### config.mk
export PLATFORM = sky130hd
export DESIGN_NAME = mem_burst_interface
export DESIGN_NICKNAME = d
export VERILOG_FILES = /design/src/rtl/mem_burst_interface.sv
export SDC_FILE = /design/constraint.sdc
export NUM_CORES = 1
export LEC_CHECK = 0
export ABC_CLOCK_PERIOD_IN_PS = 7400
export CORE_AREA = 3 3 93 95
export DETAILED_ROUTE_END_ITERATION = 6
export DIE_AREA = 0 0 96 98
export PLACE_DENSITY = 0.87
export SKIP_LAST_GASP = 1
export SYNTH_ARGS = -nofsm -noshare
export SYNTH_HDL_FRONTEND = slang
export SYNTH_SLANG_ARGS = --single-unit
### constraint.sdc
create_clock -name clk -period 7.4 [get_ports clk]
set_input_delay 1.85 -clock clk [delete_from_list [all_inputs] [get_ports clk]]
set_output_delay 1.85 -clock clk [all_outputs]
set_load 0.01 [all_outputs]
### src/rtl/mem_burst_interface.sv
// Word-wide memory transfer split into BEATS narrow beats on a byte-wide memory port.
// The memory stalls with mem_rdy; a beat that stalls past WAIT_MAX cycles aborts the
// transfer and sets err. Every output is decoded from registered state only.
module mem_burst_interface #(
  parameter int unsigned ADDR_W   = 16,
  parameter int unsigned BYTE_W   = 8,
  parameter int unsigned BEATS    = 4,
  parameter int unsigned WAIT_MAX = 15,
  localparam int unsigned BW      = $clog2(BEATS),
  localparam int unsigned WORD_W  = BYTE_W * BEATS
) (
  input  logic                 clk,
  input  logic                 rst,
  input  logic                 start,
  input  logic                 wr,
  input  logic [ADDR_W-1:0]    addr_in,
  input  logic [WORD_W-1:0]    wdata,
  input  logic                 mem_rdy,
  input  logic [BYTE_W-1:0]    mem_din,
  output logic [ADDR_W+BW-1:0] mem_addr,
  output logic                 mem_rd,
  output logic                 mem_wr,
  output logic [BYTE_W-1:0]    mem_dout,
  output logic [WORD_W-1:0]    rdata,
  output logic                 busy,
  output logic                 done,
  output logic                 err
);

  localparam int unsigned WW = $clog2(WAIT_MAX + 1);
  localparam logic [WW-1:0] WaitMax  = WW'(WAIT_MAX);
  localparam logic [BW-1:0] LastBeat = BW'(BEATS - 1);

  typedef enum logic [1:0] {StIdle, StXfer, StDone} state_e;

  state_e              state_q, state_d;
  logic [ADDR_W-1:0]   addr_q, addr_d;
  logic [WORD_W-1:0]   wdata_q, wdata_d;
  logic                wr_q, wr_d;
  logic [BW-1:0]       beat_q, beat_d;
  logic [WW-1:0]       wait_q, wait_d;
  logic [WORD_W-1:0]   rdata_q, rdata_d;
  logic                err_q, err_d;

  // Next-state logic: operand capture, beat sequencing and stall timeout.
  always_comb begin
    state_d = state_q;
    addr_d  = addr_q;
    wdata_d = wdata_q;
    wr_d    = wr_q;
    beat_d  = beat_q;
    wait_d  = wait_q;
    rdata_d = rdata_q;
    err_d   = err_q;
    unique case (state_q)
      StIdle: begin
        if (start) begin
          addr_d  = addr_in;
          wdata_d = wdata;
          wr_d    = wr;
          beat_d  = '0;
          wait_d  = '0;
          err_d   = 1'b0;
          state_d = StXfer;
        end
      end
      StXfer: begin
        if (mem_rdy) begin
          // mem_din is ignored on writes so rdata only changes on read beats.
          if (!wr_q) rdata_d[beat_q*BYTE_W +: BYTE_W] = mem_din;
          wait_d = '0;
          if (beat_q == LastBeat) state_d = StDone;
          else                    beat_d  = beat_q + BW'(1);
        end else if (wait_q == WaitMax) begin
          // Captured slices stay; uncaptured slices keep their previous contents.
          err_d   = 1'b1;
          state_d = StDone;
        end else begin
          wait_d = wait_q + WW'(1);
        end
      end
      StDone:  state_d = StIdle;
      default: state_d = StIdle;
    endcase
  end

  // State registers with synchronous reset; reset beats any start or mem_rdy.
  always_ff @(posedge clk) begin
    if (rst) begin
      state_q <= StIdle;
      addr_q  <= '0;
      wdata_q <= '0;
      wr_q    <= 1'b0;
      beat_q  <= '0;
      wait_q  <= '0;
      rdata_q <= '0;
      err_q   <= 1'b0;
    end else begin
      state_q <= state_d;
      addr_q  <= addr_d;
      wdata_q <= wdata_d;
      wr_q    <= wr_d;
      beat_q  <= beat_d;
      wait_q  <= wait_d;
      rdata_q <= rdata_d;
      err_q   <= err_d;
    end
  end

  // Output decode from registers only; memory port is quiet outside XFER.
  always_comb begin
    mem_rd   = 1'b0;
    mem_wr   = 1'b0;
    mem_addr = '0;
    mem_dout = '0;
    if (state_q == StXfer) begin
      mem_rd   = ~wr_q;
      mem_wr   = wr_q;
      mem_addr = {addr_q, beat_q};
      mem_dout = wdata_q[beat_q*BYTE_W +: BYTE_W];
    end
    busy  = (state_q != StIdle);
    done  = (state_q == StDone);
    rdata = rdata_q;
    err   = err_q;
  end

endmodule

Word-level counts from Yosys, hierarchy flattened
Cells that the tools add are included.
W data, S select, Z words.
{"block": "word_totals", "elab_cells": 58, "ff_bits": 90, "input_bits": 61, "out_inout_bits": 63}
{"block": "classes", "shifts": 3, "muxes": 22, "eq_ne": 12, "addsub": 3, "n_reduce_logical": 9, "bitwise": 1}
{"operator": "$neg A5 Y34", "count": 1}
{"operator": "$shift A8 B34 Y32 const A", "count": 1}
{"operator": "$shiftx A8 B34 Y32", "count": 1}
{"operator": "$bwmux W32", "count": 1}
{"operator": "$shiftx A32 B6 Y8", "count": 1}
{"operator": "$mux W18", "count": 1}
{"operator": "$mux W2", "count": 7}
{"operator": "$mux W4", "count": 3}
{"operator": "$ne A2 B2 Y1 const B", "count": 5}
{"operator": "$ne A3 B3 Y1 const B", "count": 3}
{"operator": "$reduce_and A3 Y1", "count": 3}
{"operator": "$mux W8", "count": 1}
{"operator": "$pmux W2 S2", "count": 2}
{"operator": "$pmux W4 S2", "count": 1}
{"operator": "$reduce_and A4 Y1", "count": 2}
{"operator": "$mux W1", "count": 5}
{"operator": "$add A4 B1 Y4 const B", "count": 1}
{"operator": "$eq A2 B2 Y1 const B", "count": 2}
{"operator": "$eq A4 B4 Y1 const B", "count": 1}
{"operator": "$reduce_bool A2 Y1", "count": 2}
{"operator": "$add A2 B1 Y2 const B", "count": 1}
{"operator": "$eq A2 B1 Y1 const B", "count": 1}
{"operator": "$logic_not A2 Y1", "count": 1}
{"operator": "$pmux W1 S2", "count": 1}
{"operator": "other kinds (2)", "count": 2}

Logic depth before layout (Yosys ltp)
{"block": "depth", "word_depth": 4, "depth_mapped": 7, "mapped_depth_nobuf": 5}

Least setup slack after synthesis
Ideal clock, no wire load.
{"block": "synth_path", "path_type": "flip-flop to output port", "startpoint": "register beat_q[0]", "endpoint": "output port mem_dout[2]", "path_buffers": 2, "t_required_ps": 5550, "stages_incl_launch_ff": 5, "setup_slack_ps": 4111, "t_arrival_ps": 1439, "path_cell_list": "dfxtp_1 buf_6 buf_2 mux4_2 and2_1"}
{"block": "synth_via", "elab_chain_len": 2}
{"item": "from (decl)", "line_no": "40", "rtl": "logic [BW-1:0] beat_q, beat_d;"}
{"item": "from (signal assigned)", "line_no": "103", "rtl": "beat_q <= beat_d;"}
{"item": "$shiftx A32 B6 Y8", "line_no": "120", "rtl": "mem_dout = wdata_q[beat_q*BYTE_W +: BYTE_W];"}
{"item": "$mux W8", "line_no": "116", "rtl": "if (state_q == StXfer) begin"}
{"item": "to (decl)", "line_no": "23", "rtl": "output logic [BYTE_W-1:0] mem_dout,"}
Every way passes these cells.

Final worst setup path
{"block": "layout_path", "startpoint": "register state_q[0]", "endpoint": "output port mem_dout[3]"}
{"block": "layout_via", "elab_chain_len": 2}
{"item": "from (decl)", "line_no": "36", "rtl": "state_e state_q, state_d;"}
{"item": "from (signal assigned)", "line_no": "90", "rtl": "state_q <= StIdle;"}
{"item": "from (signal assigned)", "line_no": "99", "rtl": "state_q <= state_d;"}
{"item": "$eq A2 B1 Y1", "line_no": "116"}
{"item": "$mux W8", "line_no": "116"}
Every way passes these cells.

==> results.py <==
metrics = {
    "outcome": {
        "status": "completed",
    },
    "final_layout": {
        "final_cell_mix": "122 x clkdlybuf4s50_1, 109 x nand2_1, 90 x dfxtp_1",
        "final_util": 0.6870,
        "antenna_cells": 0,
        "drive_above_1_share": 0.06827,
        "area_growth_pct": 36.49,
        "final.fill_count": 621,
        "mostFrequentLayoutCell": "clkdlybuf4s50_1",
        "num-nets-final": 605,
        "final_area_mm2": 0.005364,
    },
    "die": {
        "core_mm2": 0.007807,
        "die_w_um": 96,
        "rows": 32,
        "die_h_um": 98,
        "dieArea_mm2": 0.009408,
        "start_util": 0.5034,
        "pin_count": 124,
    },
    "critical_path": {
        "worstRegToRegCells": 5,
        "cp.depth": 3,
        "cp_top_family": "simple AND/OR/NAND/NOR gates",
        "cp_num_buf_inv": 1,
        "critical_path.max_stage_delay_ns": 0.84,
        "end_kind": "output pin",
        "required_ns": 5.55,
        "worstPathArrival_ns": 2.67,
        "path_cells": "nor2b_2 > and2_1 > clkdlybuf4s50_1",
        "path_max_fanout": 28,
        "critical-path-slowest-cell": "nor2b_2",
        "path_class": "flop to output pin",
        "cp-start-kind": "flop",
    },
    "grt": {
        "grt_max_degree": 90,
        "grt_pass1_wl_um": 15890,
        "gr-total-overflow": 0,
        "met3_usage": 0.06780,
        "grt.met1_usage": 0.2705,
        "antenna_found_initial": 0,
        "busiest_layer": "met2",
        "gr-usage-all-layers": 0.2127,
        "use_met2": 0.3404,
        "grt_pass1_vias": 3373,
    },
    "timing": {
        "setup_violations": 0,
        "tightestPinTransition_ns": 1.061,
        "max_freq_mhz": 221.3,
        "tns_ns": 0,
        "rsz0062_at_grt": "no",
        "maxSlewHeadroom": 0.2928,
        "fin_crit_sh": 0.6107,
        "whs_ns": 0.4548,
        "clock-skew-final_ns": 0.009283,
        "period_needed_ns": 4.519,
        "hold_viol": 0,
        "slew_viol_final": 0,
    },
    "synth": {
        "syn_inst": 433,
        "synthesis.nets": 500,
        "muxShareOfSynthArea": 0.09424,
        "synth-compound-area-share": 0.1267,
        "ys.flop_type": "dfxtp_1",
        "synth-edff-count": 0,
        "yosys.area.top_type": "dfxtp_1",
        "yosys.area_share.adder": 0.01910,
        "synth_area_leaders": "dfxtp_1 46%, nand2_1 10%, a21oi_1 7.4%",
        "synthXorXnorAreaFrac": 0,
        "ys_types": 39,
        "synthArstFlopShare": 0,
        "syn_area_per_cell_um2": 9.076,
        "synth-simple-area-share": 0.2611,
        "ys_ff_latch": 90,
        "synth_top_area_share": 0.4585,
        "yosysSeqAreaShare": 0.4585,
        "ys_warn_count": 0,
        "synth_area_mm2": 0.003930,
        "synth_top_family_by_area": "simple AND/OR/NAND/NOR gates",
    },
    "route": {
        "antenna_left": 0,
        "num_vias": 3402,
        "drc": 0,
        "drt-wirelength-per-cell_um": 15.30,
        "first_pass_iters": 4,
        "viasPerCell": 5.283,
        "drt-initial-drc-count": 190,
        "routed_wirelength_um": 9853,
    },
    "cts": {
        "clock_latency_ns": 0.36,
        "cts_hold_buffers": 0,
        "post_cts_resize_count": 0,
        "cts_buffer_depth": 2,
        "cts-buffers-inserted": 9,
        "ctsHtreeMaxLevel": 3,
        "cts_tree": "yes",
        "clk_pin_slew_ns": 0.09,
        "clockRootBuffer": "clkbuf_8",
        "clock-sinks": 90,
        "cts_setup_buffers": 0,
    },
    "placed_design": {
        "port_buffers": 123,
        "dpl-instance-area_mm2": 0.005162,
        "post-dp-hpwl_um": 6934,
        "gp_congestion": 0.7814,
    },
    "power": {
        "p_int_w": 0.0007366,
        "switching_share": 0.2554,
        "power_density_mw_per_mm2": 184.4,
        "p_seq_frac": 0.522,
        "p_leak_nw": 2.025,
        "p_comb_frac": 0.131,
        "clkPwrFrac": 0.347,
        "switchingPower_w": 0.0002526,
        "ir_drop_v": 0.0001084,
    },
    "hold_path": {
        "hold_path.class": "flop to flop",
        "hold_depth": 2,
    },
    "job": {
        "max_cap_violations": 0,
    },
}
==> worst min-delay path, cell delays in order (launching register included) <==
cell     delay (ns)
dfxtp_1        0.31
nand2_1        0.05
a21oi_1        0.05
==> per-layer routing <==
layer,wire [um],vias up,part of all wire
li1,-,1679,-
met1,4305,1585,0.44
met2,4608,123,0.47
met3,788,15,0.080
met4,150,0,0.015
met5,0,-,0
==> logic make-up after synthesis <==
logic type / after synthesis
buffers and inverters: 35
adder cells (fa/ha/maj): 6
multiplexers: 27
flip-flops: 90
AO/OA/AOI/OAI: 84
AND/OR/NAND/NOR: 191
==> per-stage QoR <==
stage / instances / setup WS, ns / power (W)
6_report: 644 / 2.881 / 0.0009892
5_1_grt: 644 / 2.684 / 0.001029
4_1_cts: 644 / 2.862 / 0.0009906
3_5_place_dp: 629 / 3.271 / 0.0006570
3_3_place_gp: 629 / 3.335 / 0.0006526
2_1_floorplan: 433 / 4.111 / 0.0005956
==> synthesized netlist by cell type (5+ instances only) <==
| library cell | instances |
|---|---|
| a22o_1 | 16 |
| nand2b_1 | 19 |
| a21oi_1 | 58 |
| nand2_1 | 109 |
| and2_1 | 25 |
| buf_2 | 7 |
| dfxtp_1 | 90 |
| nand3b_1 | 9 |
| nor2_1 | 5 |
| clkbuf_1 | 21 |
| mux2i_1 | 19 |
| ha_1 | 6 |
| mux4_2 | 8 |
==> state kept, by name (all words and copies together) (netlist names) <==
register,flops
addr_q,16
beat_q,2
err,1
rdata,32
state_q,2
wait_q,4
wdata_q,32
wr_q,1
==> final timing paths <==
check,startpoint,end,slack [ns]
max,state_q[0]$_SDFFE_PP0P_,mem_dout[3],2.88
min,wdata_q[24]$_SDFFE_PP0P_,wdata_q[24]$_SDFFE_PP0P_,0.45
max reg2reg,beat_q[0]$_SDFFE_PP0P_,rdata[23]$_SDFFE_PP0P_,4.53
min reg2reg,wdata_q[24]$_SDFFE_PP0P_,wdata_q[24]$_SDFFE_PP0P_,0.45
==> power groups by stage <==
| stage | Combinational (W) | Clock, W | Sequential [W] |
|---|---|---|---|
| 2_1_floorplan | 0.0000734 | 0 | 0.000522 |
| 3_3_place_gp | 0.000126 | 0 | 0.000526 |
| 3_5_place_dp | 0.000129 | 0 | 0.000528 |
| 4_1_cts | 0.000130 | 0.000345 | 0.000516 |
| 5_1_grt | 0.000141 | 0.000368 | 0.000519 |
| 6_report | 0.000129 | 0.000343 | 0.000516 |
==> layout make-up <==
class                           count  area [um^2]  share of cell area
Clock buffer                       10        137.6             0.02566
Clock inverter                      5        63.81             0.01190
Inverter                            4        15.01            0.002799
Multi-Input combinational cell    308         1977              0.3686
Sequential cell                    90         1802              0.3359
Tap cell                          102        127.6             0.02379
Timing Repair Buffer              125         1241              0.2314
Note: power is estimated with default switching activity, not from simulation.
